$ cat src/rtl/synaptic_current_gen_if.sv
// Interface bundling the spike-frame handshake, the weight write port and the
// current output of synaptic_current_gen.
//   master : upstream driver (spike source / weight programmer / neuron side)
//   slave  : synaptic_current_gen itself
// Signals:
//   spike_in[N_SYN]   presynaptic spike frame, bit k = synapse k fired
//   spike_valid       spike_in holds a frame
//   spike_ready       generator can accept a frame
//   w_we/w_addr/w_data weight write port (signed W_WIDTH data)
//   input_current     signed 16-bit saturated synaptic current
//   current_valid     one-cycle pulse when input_current updates
//   saturated         last update was clamped
interface synaptic_current_gen_if #(
  parameter int N_SYN   = 8,
  parameter int W_WIDTH = 8
);
  localparam int AW = (N_SYN > 1) ? $clog2(N_SYN) : 1;

  logic [N_SYN-1:0]          spike_in;
  logic                      spike_valid;
  logic                      spike_ready;
  logic                      w_we;
  logic [AW-1:0]             w_addr;
  logic signed [W_WIDTH-1:0] w_data;
  logic signed [15:0]        input_current;
  logic                      current_valid;
  logic                      saturated;

  modport master (
    output spike_in, spike_valid, w_we, w_addr, w_data,
    input  spike_ready, input_current, current_valid, saturated
  );

  modport slave (
    input  spike_in, spike_valid, w_we, w_addr, w_data,
    output spike_ready, input_current, current_valid, saturated
  );
endinterface

$ cat src/rtl/synaptic_current_gen.sv
// Synaptic current generator feeding the Izhikevich neuron.
// Each accepted spike frame applies one exponential-decay step to the current
// state, then serially adds the weight of every active synapse (one synapse
// per cycle), clamps to [I_MIN, I_MAX] and pulses current_valid.
// Ports:
//   clk     : clock, rising-edge
//   reset_n : asynchronous active-low reset
//   bus     : synaptic_current_gen_if.slave (frame handshake, weight port,
//             current output)
module synaptic_current_gen #(
  parameter int                 N_SYN       = 8,
  parameter int                 W_WIDTH     = 8,
  parameter int                 DECAY_SHIFT = 3,
  parameter logic signed [15:0] I_MAX       = 16'sd1000,
  parameter logic signed [15:0] I_MIN       = -16'sd1000
) (
  input  logic                    clk,
  input  logic                    reset_n,
  synaptic_current_gen_if.slave   bus
);
  localparam int                 AW       = (N_SYN > 1) ? $clog2(N_SYN) : 1;
  localparam logic signed [23:0] ACC_MAX  = 24'(I_MAX);
  localparam logic signed [23:0] ACC_MIN  = 24'(I_MIN);
  localparam logic [AW-1:0]      IDX_LAST = AW'(N_SYN - 1);

  typedef enum logic [1:0] {IDLE, DECAY, ACCUM, OUT} state_t;

  state_t                    state, state_nxt;
  logic [N_SYN-1:0]          frame;
  logic signed [23:0]        acc;
  logic [AW-1:0]             idx;
  logic signed [W_WIDTH-1:0] weight [N_SYN];
  logic signed [15:0]        cur;
  logic                      cur_vld;
  logic                      sat;
  logic                      accept;
  logic signed [23:0]        acc_dec;
  logic signed [23:0]        w_ext;

  assign bus.spike_ready   = (state == IDLE);
  assign bus.input_current = cur;
  assign bus.current_valid = cur_vld;
  assign bus.saturated     = sat;

  assign accept  = bus.spike_valid && (state == IDLE);
  // Arithmetic shift rounds toward -inf, so -1 decays to 0.
  assign acc_dec = acc - (acc >>> DECAY_SHIFT);
  assign w_ext   = 24'(weight[idx]);

  always_ff @(posedge clk or negedge reset_n) begin
    if (!reset_n) state <= IDLE;
    else          state <= state_nxt;
  end

  always_comb begin
    state_nxt = state;
    case (state)
      IDLE:    if (accept) state_nxt = DECAY;
      DECAY:   state_nxt = ACCUM;
      ACCUM:   if (idx == IDX_LAST) state_nxt = OUT;
      OUT:     state_nxt = IDLE;
      default: state_nxt = IDLE;
    endcase
  end

  // Weight file: writable in any state; an ACCUM read in the same cycle as
  // a write to that index still sees the old value.
  always_ff @(posedge clk or negedge reset_n) begin
    if (!reset_n) begin
      for (int k = 0; k < N_SYN; k++) weight[k] <= '0;
    end else if (bus.w_we && (int'(bus.w_addr) < N_SYN)) begin
      weight[bus.w_addr] <= bus.w_data;
    end
  end

  always_ff @(posedge clk or negedge reset_n) begin
    if (!reset_n) begin
      frame   <= '0;
      acc     <= '0;
      idx     <= '0;
      cur     <= '0;
      cur_vld <= 1'b0;
      sat     <= 1'b0;
    end else begin
      cur_vld <= 1'b0;
      case (state)
        IDLE: begin
          if (accept) begin
            frame <= bus.spike_in;
            acc   <= 24'(cur);
          end
        end
        DECAY: begin
          acc <= acc_dec;
          idx <= '0;
        end
        ACCUM: begin
          if (frame[idx]) acc <= acc + w_ext;
          idx <= idx + 1'b1;
        end
        OUT: begin
          cur_vld <= 1'b1;
          if (acc > ACC_MAX) begin
            cur <= I_MAX;
            acc <= ACC_MAX;
            sat <= 1'b1;
          end else if (acc < ACC_MIN) begin
            cur <= I_MIN;
            acc <= ACC_MIN;
            sat <= 1'b1;
          end else begin
            cur <= acc[15:0];
            sat <= 1'b0;
          end
        end
        default: ;
      endcase
    end
  end
endmodule

$ cat src/flat_wrapper.sv
// flat-port wrapper written by rule: the top's interface ports become plain ports
module synaptic_current_gen_flat 
#(
  parameter int                 N_SYN       = 8,
  parameter int                 W_WIDTH     = 8,
  parameter int                 DECAY_SHIFT = 3,
  parameter logic signed [15:0] I_MAX       = 16'sd1000,
  parameter logic signed [15:0] I_MIN       = -16'sd1000
)
  (clk, reset_n, bus_spike_in, bus_spike_valid, bus_w_we, bus_w_addr, bus_w_data, bus_spike_ready, bus_input_current, bus_current_valid, bus_saturated);
  synaptic_current_gen_if #(.N_SYN(N_SYN), .W_WIDTH(W_WIDTH)) bus_i ();
  input  logic clk;
  input  logic reset_n;
  input wire logic [$bits(bus_i.spike_in)-1:0] bus_spike_in;
  input wire logic [$bits(bus_i.spike_valid)-1:0] bus_spike_valid;
  input wire logic [$bits(bus_i.w_we)-1:0] bus_w_we;
  input wire logic [$bits(bus_i.w_addr)-1:0] bus_w_addr;
  input wire logic [$bits(bus_i.w_data)-1:0] bus_w_data;
  output wire logic [$bits(bus_i.spike_ready)-1:0] bus_spike_ready;
  output wire logic [$bits(bus_i.input_current)-1:0] bus_input_current;
  output wire logic [$bits(bus_i.current_valid)-1:0] bus_current_valid;
  output wire logic [$bits(bus_i.saturated)-1:0] bus_saturated;
  assign bus_i.spike_in = bus_spike_in;
  assign bus_i.spike_valid = bus_spike_valid;
  assign bus_i.w_we = bus_w_we;
  assign bus_i.w_addr = bus_w_addr;
  assign bus_i.w_data = bus_w_data;
  assign bus_spike_ready = bus_i.spike_ready;
  assign bus_input_current = bus_i.input_current;
  assign bus_current_valid = bus_i.current_valid;
  assign bus_saturated = bus_i.saturated;
  synaptic_current_gen #(.N_SYN(N_SYN), .W_WIDTH(W_WIDTH), .DECAY_SHIFT(DECAY_SHIFT), .I_MAX(I_MAX), .I_MIN(I_MIN)) u_core (.clk(clk), .reset_n(reset_n), .bus(bus_i));
endmodule
$ cat config.mk
export PLATFORM = sky130hd
export DESIGN_NAME = synaptic_current_gen_flat
export DESIGN_NICKNAME = d
export VERILOG_FILES = /design/src/rtl/synaptic_current_gen_if.sv /design/src/rtl/synaptic_current_gen.sv /design/src/flat_wrapper.sv
export SDC_FILE = /design/constraint.sdc
export NUM_CORES = 1
export LEC_CHECK = 0
export BUFFER_PORTS_ARGS = -buffer_cell sky130_fd_sc_hd__buf_2
export CORE_MARGIN = 1
export CORE_UTILIZATION = 60
export CTS_CLUSTER_DIAMETER = 100
export DETAILED_ROUTE_END_ITERATION = 6
export GPL_TIMING_DRIVEN = 0
export PLACE_DENSITY = 0.79
export SETUP_SLACK_MARGIN = 0.2
export SLEW_MARGIN = 20
export SYNTH_ARGS = -nofsm -noshare
export SYNTH_HDL_FRONTEND = slang
export SYNTH_SLANG_ARGS = --single-unit
$ cat constraint.sdc
create_clock -name clk -period 5.93 [get_ports clk]
set_input_delay 0.593 -clock clk [delete_from_list [all_inputs] [get_ports clk]]
set_output_delay 0.593 -clock clk [all_outputs]
set_load 0.01 [all_outputs]
**Word level (Yosys, flattened, before mapping)**

Index checks and enable logic that the tools add are counted.

- RAM bits: 0
- Latch bits: 0
- Word-level logic and storage cells: 63
- ROM bits: 0
- Register bits after elaboration: 119
- Input port bits: 23
- Output and inout port bits: 19
- Memories kept: 0

- Divide/modulo/power cells: 0
- Muxes and demuxes: 22
- Eq/ne operators: 8
- Reductions and logical operators: 7
- $add $sub $neg: 3
- $lt $le $gt $ge: 6
- Shift-type cells: 0
- Bitwise operators: 2
- Multiply operators: 0

Operators by type and width:

| cell | number |
|---|---|
| two-way mux 24 bit | 4 |
| case mux 24 bit (4 select lines) | 1 |
| bitwise mux 64 bit | 1 |
| two-way mux 16 bit | 2 |
| adder 24 x 8 -> 24 bit | 1 |
| binary-select mux 8 bit (select 3 bit) | 1 |
| demux 8 bit (select 3 bit) | 1 |
| greater-than comparator 24 x 11 -> 1 bit, second input constant | 1 |
| less-than comparator 24 x 11 -> 1 bit, second input constant | 1 |
| two-way mux 8 bit | 3 |
| subtractor 24 x 21 -> 24 bit | 1 |
| greater-or-equal comparator 4 bit, second input constant | 2 |
| inverter 3 -> 4 bit | 2 |
| case mux 2 bit (4 select lines) | 1 |
| inequality test 2 x 1 -> 1 bit, second input constant | 3 |
| case mux 3 bit (2 select lines) | 1 |
| == test 2 bit, second input constant | 2 |
| less-than comparator 3 x 4 -> 1 bit, second input constant | 1 |
| less-than comparator 4 x 1 -> 1 bit, second input constant | 1 |
| two-way mux 1 bit | 4 |
| two-way mux 2 bit | 2 |
| AND reduction 2 bit | 2 |
| adder 3 x 1 -> 3 bit, second input constant | 1 |
| binary-select mux 1 bit (select 3 bit) | 1 |
| 7 further kinds | 8 |

**Depth between registers and ports, before layout**

- Depth after elaboration: 7
- Depth in mapped cells: 17
- Gate-level depth less buffers: 15

**Worst setup path before layout**

Ideal clock, no wire load.

- Path kind: register -> register
- Start point: reg u_core.idx[0]
- End point: reg u_core.acc[14]
- Slack: 2.201 ns
- Clock period less this slack: 3.729 ns
- Arrival: 3.634 ns
- Stages on the path, launching flop included: 16
- Path buffers: 2
- Data required time: 5.835 ns
- Library setup time: 0.095 ns
- Path through: dfrtp_1 -> buf_2 -> mux4_2 -> mux2i_1 -> nand2b_1 -> clkbuf_1 -> o21ai_0 -> ha_1 -> a21o_1 -> or3_1 -> a211oi_1 -> o21bai_1 -> a31oi_1 -> xnor2_1 -> a21oi_1 -> o31ai_1

- Cells in the longest elaborated chain, start to end: 7
- Elaborated cells between the ends (all ways): 11
- Classes of those cells: add/sub: 1; eq/ne: 1; mux: 7; bitwise: 1; reduce/logical: 1

Ends and longest elaborated chain:

| item | RTL line | RTL |
|---|---|---|
| from (decl) | synaptic_current_gen.sv:31 | `logic [AW-1:0] idx;` |
| from (signal assigned) | synaptic_current_gen.sv:99 | `idx <= idx + 1'b1;` |
| inverter 3 -> 4 bit (implied by the code) | synaptic_current_gen.sv:48 | `assign w_ext = 24'(weight[idx]);` |
| binary-select mux 8 bit (select 3 bit) | synaptic_current_gen.sv:48 |  |
| two-way mux 8 bit (implied by the code) (2 in series) | synaptic_current_gen.sv:48 |  |
| adder 24 x 8 -> 24 bit | synaptic_current_gen.sv:98 | `if (frame[idx]) acc <= acc + w_ext;` |
| two-way mux 24 bit | synaptic_current_gen.sv:98 |  |
| case mux 24 bit (4 select lines) | synaptic_current_gen.sv:86 | `case (state)` |
| to (signal assigned) | synaptic_current_gen.sv:90 | `acc <= 24'(cur);` |
| to (signal assigned) | synaptic_current_gen.sv:98 |  |
| to (decl) | synaptic_current_gen.sv:30 | `logic signed [23:0] acc;` |

Several ways; a longest one is shown, not always the timed one. The select of a mux whose other input is x is not followed.
A chain may end at the register's enable or synchronous reset.

**Worst setup path in the final report**

Ends and elaborated chain as after synthesis.

==> flow_summary.toml <==
[run_status]
status = "finished, violations left"
violations = "DRC"

[placed_design]
globalplace.congestion = 0.925
post-dp-hpwl_um = 12700
pre_cts_ws_ns = 1.19
placed_cell_area_um2 = 7600
port-buffer-count = 37

[grt]
grt_pass1_vias = 5869
grtUsageTotal_pct = 30.9
grt_max_degree = 89
grt_pass1_wl_um = 29400
antenna_found_initial = 0
gr-total-overflow = 0

[power_and_ir_drop]
power_frac_comb_pct = 57.6
swShare_pct = 43.9
internal-power_mw = 3.17
power_frac_seq_pct = 23.5
vdd_ir_drop_max_v = 0.000297
p_per_area_nw_per_um2 = 688
clockPowerShare_pct = 18.9
power_leakage_nw = 3.68
p_switching_mw = 2.49
total_power_mw = 5.66

[floorplan]
row_count = 39
die_w_um = 112
die-height_um = 112
die-area_um2 = 12400
core_um2 = 11600
ioPinCount = 42
initial_core_util_pct = 62.2

[cts]
insertion_delay_ns = 0.42
cts_made_buffers = 17
htree_levels = 4
cts_tree = "done"
hold_buffers = 0
postCtsSetupBuffers = 0
clkTransAtPathRegs_ns = 0.06
cts_sinks = 119
clockBufferDepth = 2
cts.repair.resized = 0
cts_root_buf = "clkbuf_16"

[timing]
tns_ns = 0
layout_setup_ws_ns = 1.07
hold_violations = 0
rsz0062_at_grt = "no"
setup_viol = 0
maxSlewViolCount = 0
slew_headroom_pct = 42.9
fin_crit_ns = 4.86
skew_ns = 0.00604
tightest_slew_ns = 0.852
fmax_mhz = 206
period_share_pct = 82.0

[routing]
post_drt_wl_per_cell_um = 20.0
vias = 5642
first_pass_iters = 7
wirelength_um = 18000
drcViolationCount = 8
vias_per_cell = 6.27
ant_nets = 0
drtIter0Drc = 349

[worst_setup_path]
cp_max_fo = 10
endpoint_kind = "flip-flop"
critical_path.slowest_cell = "mux4_2"
path_class = "flip-flop to flip-flop"
crit_path_cell_trace = "buf_2 > mux4_2 > mux2i_1 > nand2b_1 > clkbuf_1 > o21ai_0 > ha_1 > a21o_1 > or3_1 > a211oi_1 > o21bai_1 > a31oi_1 > xnor2_1 > a21oi_1 > o31ai_1"
required_ns = 6.24
critPathMaxStageDelay_ns = 0.57
worstPathArrival_ns = 5.18
start_kind = "flip-flop"

[finish]
finalInstanceArea_um2 = 8220
area_growth_pct = 14.2
nFillCells = 819
fin_nets = 800
layout-drive-gt1-share_pct = 25.1
antenna_cells = 0

[job]
maxCapViolCount = 0

[synth]
synth_area_per_cell_um2 = 10.5
yosysSeqAreaShare_pct = 41.4
synthCells = 687
ys_ff_latch = 119
synth_top_area_cell = "dfrtp_1"
synth_top_area_share_pct = 41.4
synth_edf_count = 0
ys_warn_count = 0
synth_top_flop_cell = "dfrtp_1"
syn-cell-area_um2 = 7200
yosys-top-cells-area = "dfrtp_1 41%, mux2_2 11%, mux4_2 5.6%"
synth_nets = 743
synth.distinct_cells = 65
async_reset_ff_share_pct = 100

[min_path]
min-delay-path-class = "input pin to asynchronous set/reset pin"
[logic make-up after synthesis]
group                      after synthesis  share of synthesized area (%)
AOI/OAI and AO/OA                      176                           15.0
xor gates and xnor gates                38                           4.62
adders and majority gates               33                           5.84
buffers and inverters                   67                           3.95
DFF                                    119                           41.4
muxes                                   98                           18.2
and+or+nand+nor                        156                           11.0
[per-stage QoR]
| step | hold slack, ns | cells | utilization (%) |
|---|---|---|---|
| after floorplan | 0.297 | 687 | - |
| after global placement | 0.457 | 867 | 65.4 |
| after detailed placement | 0.470 | 868 | 65.8 |
| after CTS | 0.0563 | 900 | 71.1 |
| after global routing | 0.0642 | 900 | 71.1 |
| final | 0.0507 | 900 | 71.1 |
[Yosys cell counts (18+ instances only)]
library cell / n
ha_1: 32
a21oi_1: 40
o21ai_0: 56
a21o_1: 20
a31oi_1: 21
nand2_1: 53
mux2_2: 72
xor2_1: 20
clkbuf_1: 26
dfrtp_1: 119
inv_1: 28
nor2_1: 30
mux4_2: 18
xnor2_1: 18
[cell type report]
cell class | count | area, um2 | share of cell area, %
flip-flops and latches | 119 | 2980 | 36.2
well taps | 143 | 179 | 2.18
clock inverters | 11 | 145 | 1.77
plain buffers | 37 | 169 | 2.05
repair buffers | 38 | 219 | 2.66
clock buffers | 21 | 470 | 5.72
inverters | 30 | 115 | 1.40
multi-input cells | 501 | 3950 | 48.0
[cells in the final DEF, fill, tap and decap left out, types with 20 or more instances in the layout]
master | netlist | routed
a21oi_1 | 40 | 40
buf_2 | 6 | 42
dfrtp_1 | 119 | 119
nand2_1 | 53 | 53
a21o_1 | 20 | 20
clkbuf_1 | 26 | 27
ha_1 | 32 | 32
mux2_2 | 72 | 72
o21ai_0 | 56 | 56
xor2_1 | 20 | 20
inv_1 | 28 | 28
nor2_1 | 30 | 30
a31oi_1 | 21 | 21
[layer usage]
layer | GRT usage, % | vias to the layer above | part of all wire, %
met4 | 13.8 | 0 | 3.0
li1 | - | 2622 | -
met2 | 52.9 | 172 | 50
met3 | 7.57 | 50 | 5.3
met1 | 37.1 | 2798 | 41
met5 | 0 | - | 0
[sequential cells by signal (all words and copies together) (netlist names)]
signal                    count
u_core.bus.input_current     16
u_core.acc                   24
u_core.state                  2
u_core.weight                64
u_core.bus.current_valid      1
u_core.frame                  8
u_core.bus.saturated          1
u_core.idx                    3
[worst paths after layout]
check                                              endpoint  slack [ns]            startpoint  depth (start not counted)
worst max-delay path                         u_core.acc[14]        1.07         u_core.idx[0]                         15
worst min-delay path            u_core.bus.input_current[1]        0.05               reset_n                          1
worst max register to register               u_core.acc[14]        1.07         u_core.idx[0]                         15
worst min register to register         u_core.bus.saturated        0.50  u_core.bus.saturated                          1
max in group asynchronous                 u_core.weight[32]        5.15               reset_n                          2
min in group clk                            u_core.frame[6]        0.40       bus_spike_in[6]                          2
[power groups by stage]
| stage | sequential, mW | clock (mW) | combinational [mW] |
|---|---|---|---|
| floorplan | 1.28 | 0 | 2.42 |
| finish | 1.33 | 1.07 | 3.26 |
| CTS | 1.32 | 1.08 | 3.22 |
| global route | 1.36 | 1.12 | 3.57 |
| detailed placement | 1.33 | 0 | 3.17 |
| global placement | 1.30 | 0 | 3.05 |
[critical path: cells and delay by family, from the launching register on]
| family | cells | cell delay, ns |
|---|---|---|
| compound gates | 7 | 1.66 |
| mux | 2 | 0.85 |
| buf+inv | 2 | 0.70 |
| simple gates | 2 | 0.60 |
| flops | 1 | 0.38 |
| fa+ha+maj | 1 | 0.37 |
| xor+xnor | 1 | 0.16 |
(Power assumes the default switching activity.)
